$ cat config.mk
export PLATFORM = sky130hd
export DESIGN_NAME = mem_responder_flat
export DESIGN_NICKNAME = d
export VERILOG_FILES = /design/src/rtl/mem_responder_pkg.sv /design/src/rtl/mem_responder_if.sv /design/src/rtl/mem_responder_rise_detect.sv /design/src/rtl/mem_responder.sv /design/src/flat_wrapper.sv
export SDC_FILE = /design/constraint.sdc
export NUM_CORES = 1
export LEC_CHECK = 0
export ABC_AREA = 1
export BUFFER_PORTS_ARGS = -buffer_cell sky130_fd_sc_hd__clkbuf_2
export CAP_MARGIN = 10
export CORE_ASPECT_RATIO = 0.9
export CORE_UTILIZATION = 45
export CTS_CLUSTER_DIAMETER = 60
export DETAILED_ROUTE_END_ITERATION = 6
export GPL_ROUTABILITY_DRIVEN = 0
export PLACE_DENSITY = 0.71
export SLEW_MARGIN = 30
export SYNTH_ARGS = -nofsm -noshare
export SYNTH_HDL_FRONTEND = slang
export SYNTH_SLANG_ARGS = --single-unit
$ cat constraint.sdc
create_clock -name clk -period 2.7 [get_ports clk]
set_input_delay 0.27 -clock clk [delete_from_list [all_inputs] [get_ports clk]]
set_output_delay 0.27 -clock clk [all_outputs]
set_load 0.01 [all_outputs]
$ cat src/rtl/mem_responder_pkg.sv
// Shared encodings for the memory responder: host mode select values,
// controller state enum and bus widths.
package mem_ctrl_pkg;

  localparam int ADDR_W = 25;
  localparam int DATA_W = 16;

  typedef enum logic [1:0] {
    MODE_CLEAR     = 2'b00,
    MODE_READ      = 2'b01,
    MODE_WRITE     = 2'b10,
    MODE_WRITE_ALT = 2'b11
  } mode_e;

  typedef enum logic [2:0] {
    IDLE,
    RD_CMD,
    RD_WAIT,
    WR_CMD,
    CLR_CMD
  } state_e;

endpackage

$ cat src/rtl/mem_responder_if.sv
// Avalon-MM style memory bus between the responder (master) and memory (slave).
//   avm_address/read/write/writedata : command, driven by master
//   avm_readdata/readdatavalid       : read response, driven by slave
//   avm_waitrequest                  : slave stall; command held while high
interface mem_responder_if;
  import mem_ctrl_pkg::*;

  logic [ADDR_W-1:0] avm_address;
  logic              avm_read;
  logic              avm_write;
  logic [DATA_W-1:0] avm_writedata;
  logic [DATA_W-1:0] avm_readdata;
  logic              avm_waitrequest;
  logic              avm_readdatavalid;

  modport master (
    output avm_address, avm_read, avm_write, avm_writedata,
    input  avm_readdata, avm_waitrequest, avm_readdatavalid
  );

  modport slave (
    input  avm_address, avm_read, avm_write, avm_writedata,
    output avm_readdata, avm_waitrequest, avm_readdatavalid
  );
endinterface

$ cat src/rtl/mem_responder_rise_detect.sv
// 1-bit rising-edge detector. The previous-cycle value is registered;
// rise is high in a cycle where d is high and was low the cycle before.
//   clk, rst : clock, async active-high reset (history cleared to 0)
//   d        : level input
//   rise     : d & ~d_prev
module rise_detect (
  input  logic clk,
  input  logic rst,
  input  logic d,
  output logic rise
);
  logic prev;

  always_ff @(posedge clk or posedge rst) begin
    if (rst) prev <= 1'b0;
    else     prev <= d;
  end

  // History resets to 0, so a level already high at reset release
  // counts as an edge on the first cycle.
  assign rise = d & ~prev;
endmodule

$ cat src/rtl/mem_responder.sv
// Memory responder: turns one host request (rising edge on ioDone) into
// a read, write or region clear on an Avalon-MM bus.
//   clk, rst        : clock, async active-high reset
//   modeOutput      : 00 clear, 01 read, 10/11 write
//   memoryAddress   : word address, ioDataOut : write data
//   ioDone          : request level, rising edge starts an operation
//   memDone         : 1 = idle/ready
//   memOut          : last read data, memError : sticky read timeout
//   avm             : memory bus (master side)
module mem_responder
  import mem_ctrl_pkg::*;
#(
  parameter int CLEAR_WORDS = 1024,
  parameter int RD_TIMEOUT  = 255
) (
  input  logic              clk,
  input  logic              rst,
  input  logic [1:0]        modeOutput,
  input  logic [ADDR_W-1:0] memoryAddress,
  input  logic [DATA_W-1:0] ioDataOut,
  input  logic              ioDone,
  output logic              memDone,
  output logic [DATA_W-1:0] memOut,
  output logic              memError,
  mem_responder_if.master   avm
);
  localparam int TW = (RD_TIMEOUT > 1) ? $clog2(RD_TIMEOUT) : 1;
  localparam logic [TW-1:0]     TMO_LAST = TW'(RD_TIMEOUT - 1);
  localparam logic [ADDR_W-1:0] CLR_LAST = ADDR_W'(CLEAR_WORDS - 1);

  state_e            state;
  logic              req;
  logic [TW-1:0]     rdTimer;
  logic [ADDR_W-1:0] clrCnt;

  rise_detect uReq (.clk(clk), .rst(rst), .d(ioDone), .rise(req));

  always_ff @(posedge clk or posedge rst) begin
    if (rst) begin
      state             <= IDLE;
      memDone           <= 1'b1;
      memOut            <= '0;
      memError          <= 1'b0;
      avm.avm_read      <= 1'b0;
      avm.avm_write     <= 1'b0;
      avm.avm_address   <= '0;
      avm.avm_writedata <= '0;
      rdTimer           <= '0;
      clrCnt            <= '0;
    end else begin
      case (state)
        IDLE: begin
          // Edges seen in any other state fall through here unused,
          // so busy-time requests are simply dropped.
          if (req) begin
            memDone  <= 1'b0;
            memError <= 1'b0;
            case (mode_e'(modeOutput))
              MODE_CLEAR: begin
                state             <= CLR_CMD;
                clrCnt            <= '0;
                avm.avm_address   <= '0;
                avm.avm_writedata <= '0;
                avm.avm_write     <= 1'b1;
              end
              MODE_READ: begin
                state           <= RD_CMD;
                avm.avm_address <= memoryAddress;
                avm.avm_read    <= 1'b1;
              end
              default: begin
                state             <= WR_CMD;
                avm.avm_address   <= memoryAddress;
                avm.avm_writedata <= ioDataOut;
                avm.avm_write     <= 1'b1;
              end
            endcase
          end
        end
        RD_CMD: begin
          if (!avm.avm_waitrequest) begin
            avm.avm_read <= 1'b0;
            rdTimer      <= '0;
            state        <= RD_WAIT;
          end
        end
        RD_WAIT: begin
          if (avm.avm_readdatavalid) begin
            memOut  <= avm.avm_readdata;
            memDone <= 1'b1;
            state   <= IDLE;
          end else if (rdTimer == TMO_LAST) begin
            memError <= 1'b1;
            memDone  <= 1'b1;
            state    <= IDLE;
          end else begin
            rdTimer <= rdTimer + TW'(1);
          end
        end
        WR_CMD: begin
          if (!avm.avm_waitrequest) begin
            avm.avm_write <= 1'b0;
            memDone       <= 1'b1;
            state         <= IDLE;
          end
        end
        CLR_CMD: begin
          // Address tracks the counter; both advance only on acceptance.
          if (!avm.avm_waitrequest) begin
            if (clrCnt == CLR_LAST) begin
              avm.avm_write <= 1'b0;
              memDone       <= 1'b1;
              state         <= IDLE;
            end else begin
              clrCnt          <= clrCnt + ADDR_W'(1);
              avm.avm_address <= clrCnt + ADDR_W'(1);
            end
          end
        end
        default: state <= IDLE;
      endcase
    end
  end
endmodule

$ cat src/flat_wrapper.sv
// flat-port wrapper written by rule: the top's interface ports become plain ports
module mem_responder_flat import mem_ctrl_pkg::*;
#(
  parameter int CLEAR_WORDS = 1024,
  parameter int RD_TIMEOUT  = 255
)
  (clk, rst, modeOutput, memoryAddress, ioDataOut, ioDone, memDone, memOut, memError, avm_avm_address, avm_avm_read, avm_avm_write, avm_avm_writedata, avm_avm_readdata, avm_avm_waitrequest, avm_avm_readdatavalid);
  mem_responder_if avm_i ();
  input  logic clk;
  input  logic rst;
  input  logic [1:0] modeOutput;
  input  logic [ADDR_W-1:0] memoryAddress;
  input  logic [DATA_W-1:0] ioDataOut;
  input  logic ioDone;
  output logic memDone;
  output logic [DATA_W-1:0] memOut;
  output logic memError;
  output wire logic [$bits(avm_i.avm_address)-1:0] avm_avm_address;
  output wire logic [$bits(avm_i.avm_read)-1:0] avm_avm_read;
  output wire logic [$bits(avm_i.avm_write)-1:0] avm_avm_write;
  output wire logic [$bits(avm_i.avm_writedata)-1:0] avm_avm_writedata;
  input wire logic [$bits(avm_i.avm_readdata)-1:0] avm_avm_readdata;
  input wire logic [$bits(avm_i.avm_waitrequest)-1:0] avm_avm_waitrequest;
  input wire logic [$bits(avm_i.avm_readdatavalid)-1:0] avm_avm_readdatavalid;
  assign avm_avm_address = avm_i.avm_address;
  assign avm_avm_read = avm_i.avm_read;
  assign avm_avm_write = avm_i.avm_write;
  assign avm_avm_writedata = avm_i.avm_writedata;
  assign avm_i.avm_readdata = avm_avm_readdata;
  assign avm_i.avm_waitrequest = avm_avm_waitrequest;
  assign avm_i.avm_readdatavalid = avm_avm_readdatavalid;
  mem_responder #(.CLEAR_WORDS(CLEAR_WORDS), .RD_TIMEOUT(RD_TIMEOUT)) u_core (.clk(clk), .rst(rst), .modeOutput(modeOutput), .memoryAddress(memoryAddress), .ioDataOut(ioDataOut), .ioDone(ioDone), .memDone(memDone), .memOut(memOut), .memError(memError), .avm(avm_i));
endmodule
Word-level counts from Yosys, hierarchy flattened
Cells that the tools add are included.
{"block": "word_totals", "reg_bits": 98, "in_bits": 64, "word_cells": 94}
{"block": "op_classes", "addsub": 2, "n_eq_ne": 20, "muxes": 40, "bitwise": 3, "n_reduce_logical": 18}
{"cell": "$mux 25", "count": 6}
{"cell": "$pmux 25 s2", "count": 2}
{"cell": "$pmux 16 s2", "count": 1}
{"cell": "$add 25x1->25 const B", "count": 1}
{"cell": "$eq 25x10->1 const B", "count": 1}
{"cell": "$mux 8", "count": 3}
{"cell": "$mux 3", "count": 7}
{"cell": "$ne 2x2->1 const B", "count": 9}
{"cell": "$reduce_and 6->1", "count": 3}
{"cell": "$pmux 8 s2", "count": 1}
{"cell": "$reduce_and 4->1", "count": 4}
{"cell": "$pmux 3 s5", "count": 1}
{"cell": "$mux 1", "count": 14}
{"cell": "$add 8x1->8 const B", "count": 1}
{"cell": "$eq 8x8->1 const B", "count": 1}
{"cell": "$reduce_bool 2->1", "count": 4}
{"cell": "$eq 3x2->1 const B", "count": 2}
{"cell": "$ne 2x1->1 const B", "count": 3}
{"cell": "$pmux 3 s2", "count": 1}
{"cell": "$reduce_and 5->1", "count": 1}
{"cell": "$pmux 1 s2", "count": 2}
{"cell": "$pmux 1 s4", "count": 1}
{"cell": "$reduce_bool 4->1", "count": 1}
{"cell": "$eq 3x1->1 const B", "count": 1}
{"cell": "other kinds (11)", "count": 12}

Longest topological paths before layout
{"block": "depth", "ltp_word": 4, "ltp_mapped": 12, "depth_no_buf": 11}

Hierarchy
A second synthesis with hierarchy kept.
{"block": "hier_totals", "hier_cells": 665, "hier_area_um2": 5111.2}
{"mod": "mem_responder", "n_inst": 1, "cells_each": 661, "area_each_um2": 5072.4, "seq_area_each_um2": 2428.6}
{"mod": "rise_detect", "n_inst": 1, "cells_each": 4, "area_each_um2": 38.8, "seq_area_each_um2": 25.0}

Least setup slack after synthesis
No wires, ideal clock.
{"block": "synth_timing", "path_type": "register to register", "start": "register u_core.clrCnt[0]", "end": "register u_core.avm.avm_address[11]", "setup_time_ps": 65, "arrival_ps": 1591, "required_ps": 2635, "path_slack_ps": 1044, "stages_incl_launch_ff": 12, "path_cell_list": "dfrtp_1 ha_1 nand2_1 nor2_2 nand2_2 clkinv_2 nand3_4 nand2_8 a21oi_4 buf_2 nand2_1 nand2_1"}
{"block": "synth_between", "elab_chain_len": 4}
{"element": "from (decl)", "line_no": "mem_responder.sv:34", "rtl": "logic [ADDR_W-1:0] clrCnt;"}
{"element": "from (signal assigned)", "line_no": "mem_responder.sv:115", "rtl": "clrCnt <= clrCnt + ADDR_W'(1);"}
{"element": "$add 25x1->25", "line_no": "mem_responder.sv:116", "rtl": "avm.avm_address <= clrCnt + ADDR_W'(1);"}
{"element": "$mux 25", "line_no": "mem_responder.sv:110", "rtl": "if (clrCnt == CLR_LAST) begin"}
{"element": "$mux 25", "line_no": "mem_responder.sv:109", "rtl": "if (!avm.avm_waitrequest) begin"}
{"element": "$pmux 25 s2", "line_no": "mem_responder.sv:51", "rtl": "case (state)"}
{"element": "to (signal assigned)", "line_no": "mem_responder.sv:68", "rtl": "avm.avm_address <= memoryAddress;"}
{"element": "to (signal assigned)", "line_no": "mem_responder.sv:73", "rtl": "avm.avm_address <= memoryAddress;"}
{"element": "to (signal assigned)", "line_no": "mem_responder.sv:116"}
{"element": "to (decl)", "line_no": "mem_responder_if.sv:17", "rtl": "output avm_address, avm_read, avm_write, avm_writedata,"}
Parallel ways exist; a longest one is shown, timed or not. The select of a mux whose other input is x is not followed.
A chain may end at the register's enable or synchronous reset.

Final worst setup path
{"block": "layout_timing", "start": "register u_core.state[0]", "end": "register u_core.rdTimer[0]"}
{"block": "layout_between", "elab_chain_len": 3}
{"element": "from (decl)", "line_no": "mem_responder.sv:31", "rtl": "state_e state;"}
{"element": "from (signal assigned)", "line_no": "mem_responder.sv:40", "rtl": "state <= IDLE;"}
{"element": "from (signal assigned)", "line_no": "mem_responder.sv:60", "rtl": "state <= CLR_CMD;"}
{"element": "from (signal assigned)", "line_no": "mem_responder.sv:67", "rtl": "state <= RD_CMD;"}
{"element": "$eq 3x2->1 / $eq 3x1->1 (equally long branches)", "line_no": "mem_responder.sv:51"}
{"element": "$ne 2x2->1 (no line) / $reduce_bool 2->1 (equally long branches)"}
{"element": "$reduce_and 4->1 (no line)"}
{"element": "to (signal assigned)", "line_no": "mem_responder.sv:97", "rtl": "rdTimer <= rdTimer + TW'(1);"}
{"element": "to (decl)", "line_no": "mem_responder.sv:33", "rtl": "logic [TW-1:0] rdTimer;"}
Parallel ways exist; a longest one is shown, timed or not.

==> impl_results.html <==
<table>
<tr><th>Metric</th><th>Value</th></tr>
<tr><th colspan="2">Outcome</th></tr>
<tr><td>Run status</td><td>finished, final reports clean</td></tr>
<tr><th colspan="2">Cells and area</th></tr>
<tr><td>FILL cells</td><td>1109</td></tr>
<tr><td>Multi-input gate area</td><td>0.00246 mm2</td></tr>
<tr><td>Area Growth Syn to Fin</td><td>19.6%</td></tr>
<tr><td>Final Non-Filler Cells</td><td>954</td></tr>
<tr><td>Register cell area after layout</td><td>0.00245 mm2</td></tr>
<tr><td>Number of nets in the layout</td><td>860</td></tr>
<tr><td>Number of antenna cells inserted</td><td>0</td></tr>
<tr><td>Fraction of layout cells with a size suffix above 1</td><td>23.1%</td></tr>
<tr><th colspan="2">Floorplanning</th></tr>
<tr><td>Standard cell core area</td><td>0.0115 mm2</td></tr>
<tr><td>Vertical extent of the die</td><td>105 um</td></tr>
<tr><td>Initial cell density of the core</td><td>46.3%</td></tr>
<tr><td>DIE AREA</td><td>0.0123 mm2</td></tr>
<tr><td>Number of I/O pins</td><td>125</td></tr>
<tr><td>Number of rows created at floorplan</td><td>37</td></tr>
<tr><td>Die Wd</td><td>117 um</td></tr>
<tr><th colspan="2">Routing</th></tr>
<tr><td>Mean routed wirelength per cell</td><td>14.6 um</td></tr>
<tr><td>Routed vias/inst</td><td>5.24</td></tr>
<tr><td>Via Count</td><td>4995</td></tr>
<tr><td>First-iteration detailed-routing DRC count</td><td>416</td></tr>
<tr><td>Wirelength, routed</td><td>13900 um</td></tr>
<tr><td>Iteration count of the initial detailed-routing pass</td><td>5</td></tr>
<tr><td>Number of DRC violations after detailed routing</td><td>0</td></tr>
<tr><td>ANT nets after route</td><td>0</td></tr>
<tr><th colspan="2">Global routing</th></tr>
<tr><td>Maximum number of pins on one net before global-route repair</td><td>40</td></tr>
<tr><td>Global-route wire length before repair</td><td>23100 um</td></tr>
<tr><td>Overflow after GRT</td><td>0</td></tr>
<tr><td>Via count of the first global-routing pass</td><td>4787</td></tr>
<tr><td>Overall routing resource usage</td><td>23.9%</td></tr>
<tr><td>Number of antenna violations at the first check in global routing</td><td>0</td></tr>
<tr><th colspan="2">Critical path</th></tr>
<tr><td>Top fanout value on the critical path</td><td>17</td></tr>
<tr><td>Worst Path Required</td><td>2920 ps</td></tr>
<tr><td>Class of the most critical setup path</td><td>flop to flop</td></tr>
<tr><td>CP max stage cell</td><td>sky130_fd_sc_hd__dfrtp_1</td></tr>
<tr><td>Cell-by-cell listing of the critical path</td><td>inv_1 -&gt; nand2_2 -&gt; inv_2 -&gt; nand2_4 -&gt; nand2_1 -&gt; nor2_1 -&gt; inv_1 -&gt; nor2_1 -&gt; a21oi_1</td></tr>
<tr><td>Crit path buffers/inverters</td><td>3</td></tr>
<tr><td>Cell class contributing the biggest share of worst-path delay</td><td>simple AND/OR/NAND/NOR gates</td></tr>
<tr><td>Crit-path max cell delay</td><td>500 ps</td></tr>
<tr><td>Data arrival, critical path</td><td>2290 ps</td></tr>
<tr><td>Sort of element at the end of the critical path</td><td>flop</td></tr>
<tr><td>Startpoint types</td><td>flop</td></tr>
<tr><th colspan="2">Worst hold path</th></tr>
<tr><td>Path category of the worst min-delay check</td><td>input port to asynchronous set/reset pin</td></tr>
<tr><th colspan="2">CTS</th></tr>
<tr><td>Hold buffers post-CTS</td><td>0</td></tr>
<tr><td>CTS resizes</td><td>0</td></tr>
<tr><td>Setup bufs post-CTS</td><td>0</td></tr>
<tr><td>Sink Count</td><td>98</td></tr>
<tr><td>H-tree depth</td><td>3</td></tr>
<tr><td>Clock insertion delay at the later pin of the skew report</td><td>350 ps</td></tr>
<tr><td>Clock tree from TritonCTS</td><td>done</td></tr>
<tr><td>Clock transition at the register clock pins on the worst setup and hold paths after CTS</td><td>80 ps</td></tr>
<tr><td>Num CTS Buffers</td><td>9</td></tr>
<tr><td>Max Buffers Root-to-Sink</td><td>2</td></tr>
<tr><td>Clock root buffer</td><td>sky130_fd_sc_hd__clkbuf_16</td></tr>
<tr><th colspan="2">Power and ir drop</th></tr>
<tr><td>Areal power density over the cells</td><td>1030 mW/mm2</td></tr>
<tr><td>Largest vdd supply drop</td><td>513 uV</td></tr>
<tr><td>Static power due to leakage</td><td>0.00343 uW</td></tr>
<tr><th colspan="2">STA</th></tr>
<tr><td>Setup tns final</td><td>0 ps</td></tr>
<tr><td>Final hold violation count</td><td>0</td></tr>
<tr><td>Count of final max-slew check failures</td><td>0</td></tr>
<tr><td>Fin Clk Skew</td><td>14.0 ps</td></tr>
<tr><td>Max-slew headroom at the worst pin</td><td>49.0%</td></tr>
<tr><td>Fin crit period</td><td>2070 ps</td></tr>
<tr><td>Maximum frequency from static timing analysis</td><td>0.484 GHz</td></tr>
<tr><td>Worst-margin pin slew</td><td>763 ps</td></tr>
<tr><td>PnR worst setup slack</td><td>634 ps</td></tr>
<tr><td>Share of the clock period used by the worst path after layout</td><td>76.5%</td></tr>
<tr><td>Unrepaired setup endpoints after global routing</td><td>no</td></tr>
<tr><td>Final count of negative-setup-slack endpoints</td><td>0</td></tr>
<tr><th colspan="2">Placed design</th></tr>
<tr><td>Number of buffers inserted by port buffering</td><td>124</td></tr>
<tr><td>Detailed Place HPWL</td><td>10300 um</td></tr>
<tr><td>Cell total after placement</td><td>938</td></tr>
<tr><td>Placement-stage worst setup slack</td><td>684 ps</td></tr>
<tr><th colspan="2">Yosys</th></tr>
<tr><td>Count of synthesis-stage warnings from yosys</td><td>0</td></tr>
<tr><td>Library cells used by synthesis</td><td>38</td></tr>
<tr><td>Register bit total from synthesis</td><td>98</td></tr>
<tr><td>Area share of the largest cell type after synthesis</td><td>45.6%</td></tr>
<tr><td>Mapped Nets</td><td>743</td></tr>
<tr><td>Number of instances in the synthesized netlist</td><td>676</td></tr>
<tr><td>Number of enable flip-flop cells after synthesis</td><td>0</td></tr>
<tr><td>Most instantiated library cell after synthesis</td><td>sky130_fd_sc_hd__nand2_1</td></tr>
<tr><td>Cell area after synthesis</td><td>0.00532 mm2</td></tr>
<tr><td>Async set-or-reset flop fraction in the synthesized netlist</td><td>100%</td></tr>
<tr><td>Cell types with the highest counts after synthesis</td><td>239 x sky130_fd_sc_hd__nand2_1, 97 x sky130_fd_sc_hd__dfrtp_1, 84 x sky130_fd_sc_hd__nand3_1</td></tr>
<tr><td>Top cells by area, synth</td><td>sky130_fd_sc_hd__dfrtp_1 46%, sky130_fd_sc_hd__nand2_1 17%, sky130_fd_sc_hd__nand3_1 7.9%</td></tr>
<tr><td>Sequential element share of the synthesized area</td><td>46.1%</td></tr>
<tr><td>Biggest area consumer among synthesized cells</td><td>sky130_fd_sc_hd__dfrtp_1</td></tr>
<tr><td>Post-Syn Area per Cell</td><td>7.87 um2</td></tr>
<tr><td>Commonest register cell after synthesis</td><td>sky130_fd_sc_hd__dfrtp_1</td></tr>
<tr><th colspan="2">Job</th></tr>
<tr><td>Number of maximum-capacitance violations</td><td>0</td></tr>
</table>
[through the flow]
step                      instance area [um2]  utilization (%)  total power (uW)  hold slack [ps]
final                                    6360             55.4              6540             40.1
after global routing                     6360             55.4              7010             53.0
after CTS                                6360             55.4              6570             54.5
after detailed placement                 6040             52.6              5180              408
after global placement                   6040             52.6              5070              400
after floorplan                          5320                -              4350              301
[where the power goes]
group / switching, uW / internal, uW / leakage [uW]
clock network: 626 / 747 / 0.000150
logic: 1780 / 970 / 0.00202
registers: 399 / 2020 / 0.00127
total: 2800 / 3740 / 0.00343
[logic make-up (layout without fill, tap and decap cells)]
| kind of cell | after synthesis | in the layout | share of synthesized area [%] |
|---|---|---|---|
| AOI/OAI and AO/OA | 53 | 53 | 7.01 |
| xor gates and xnor gates | 4 | 4 | 0.658 |
| DFF | 98 | 98 | 46.1 |
| and+or+nand+nor | 413 | 413 | 34.6 |
| adders and majority gates | 3 | 3 | 0.706 |
| buffers and inverters | 89 | 211 | 7.55 |
| muxes | 16 | 16 | 3.39 |
[worst paths after layout]
kind                                                   from                            end  slack, ps  depth (start not counted)
max in group asynchronous                               rst   u_core.clrCnt[4]$_DFFE_PP0P_       1930                          3
min in group clk                                     ioDone     u_core.uReq.prev$_DFF_PP0_         60                          1
worst max-delay path            u_core.state[0]$_DFFE_PP0P_  u_core.rdTimer[0]$_DFFE_PP0P_        630                          9
worst max register to register  u_core.state[0]$_DFFE_PP0P_  u_core.rdTimer[0]$_DFFE_PP0P_        630                          9
worst min register to register   u_core.memDone$_DFFE_PP1P_     u_core.memDone$_DFFE_PP1P_        480                          2
worst min-delay path                                    rst   u_core.memOut[1]$_DFFE_PP0P_         40                          2
[cell usage in the layout, fill, tap and decap left out, types with 3 or more instances in the layout]
cell type / n
sky130_fd_sc_hd__nor2_1: 56
sky130_fd_sc_hd__dfrtp_1: 97
sky130_fd_sc_hd__ha_1: 3
sky130_fd_sc_hd__nand2_8: 3
sky130_fd_sc_hd__nand4_1: 3
sky130_fd_sc_hd__a32o_1: 16
sky130_fd_sc_hd__buf_4: 5
sky130_fd_sc_hd__nand2_4: 5
sky130_fd_sc_hd__xor2_1: 4
sky130_fd_sc_hd__nor2_2: 3
sky130_fd_sc_hd__inv_8: 3
sky130_fd_sc_hd__nand3_1: 84
sky130_fd_sc_hd__nand2_2: 3
sky130_fd_sc_hd__mux2_2: 6
sky130_fd_sc_hd__clkbuf_16: 9
sky130_fd_sc_hd__clkinvlp_4: 3
sky130_fd_sc_hd__mux2_1: 10
sky130_fd_sc_hd__a21oi_1: 7
sky130_fd_sc_hd__nand2_1: 239
sky130_fd_sc_hd__inv_2: 9
sky130_fd_sc_hd__o21ai_0: 20
sky130_fd_sc_hd__inv_1: 51
sky130_fd_sc_hd__nand3b_1: 14
sky130_fd_sc_hd__clkbuf_2: 124
[sequential cells by signal, indices dropped and copies added (netlist names)]
signal / count
u_core.avm.avm_address: 25
u_core.clrCnt: 25
u_core.avm.avm_writedata: 16
u_core.memOut: 16
u_core.rdTimer: 8
u_core.state: 3
u_core.avm.avm_read: 1
u_core.avm.avm_write: 1
u_core.memDone: 1
u_core.memError: 1
u_core.uReq.prev: 1
[final cells by class]
| class | count | share of cell area [%] |
|---|---|---|
| inverters | 65 | 3.95 |
| repair buffers | 130 | 10.7 |
| clock buffers | 9 | 3.54 |
| flip-flops and latches | 98 | 38.6 |
| multi-input cells | 489 | 38.7 |
| clock inverters | 7 | 1.49 |
| well taps | 156 | 3.07 |
[layer usage]
layer  vias to the layer above  part of all wire, %  global-route usage (%)
met1                      2397                   46                    33.4
met4                         0                  1.2                    6.24
met5                         -                    0                       0
met2                       167                   47                    38.4
met3                        16                  5.7                    3.77
li1                       2415                    -                       -
[worst reg2reg max path, cell delays in order (launching register included)]
cell	delay (ps)
sky130_fd_sc_hd__dfrtp_1	500
sky130_fd_sc_hd__inv_1	80
sky130_fd_sc_hd__nand2_2	130
sky130_fd_sc_hd__inv_2	90
sky130_fd_sc_hd__nand2_4	220
sky130_fd_sc_hd__nand2_1	90
sky130_fd_sc_hd__nor2_1	480
sky130_fd_sc_hd__inv_1	180
sky130_fd_sc_hd__nor2_1	130
sky130_fd_sc_hd__a21oi_1	50
Power figures use the tool's default switching activity.
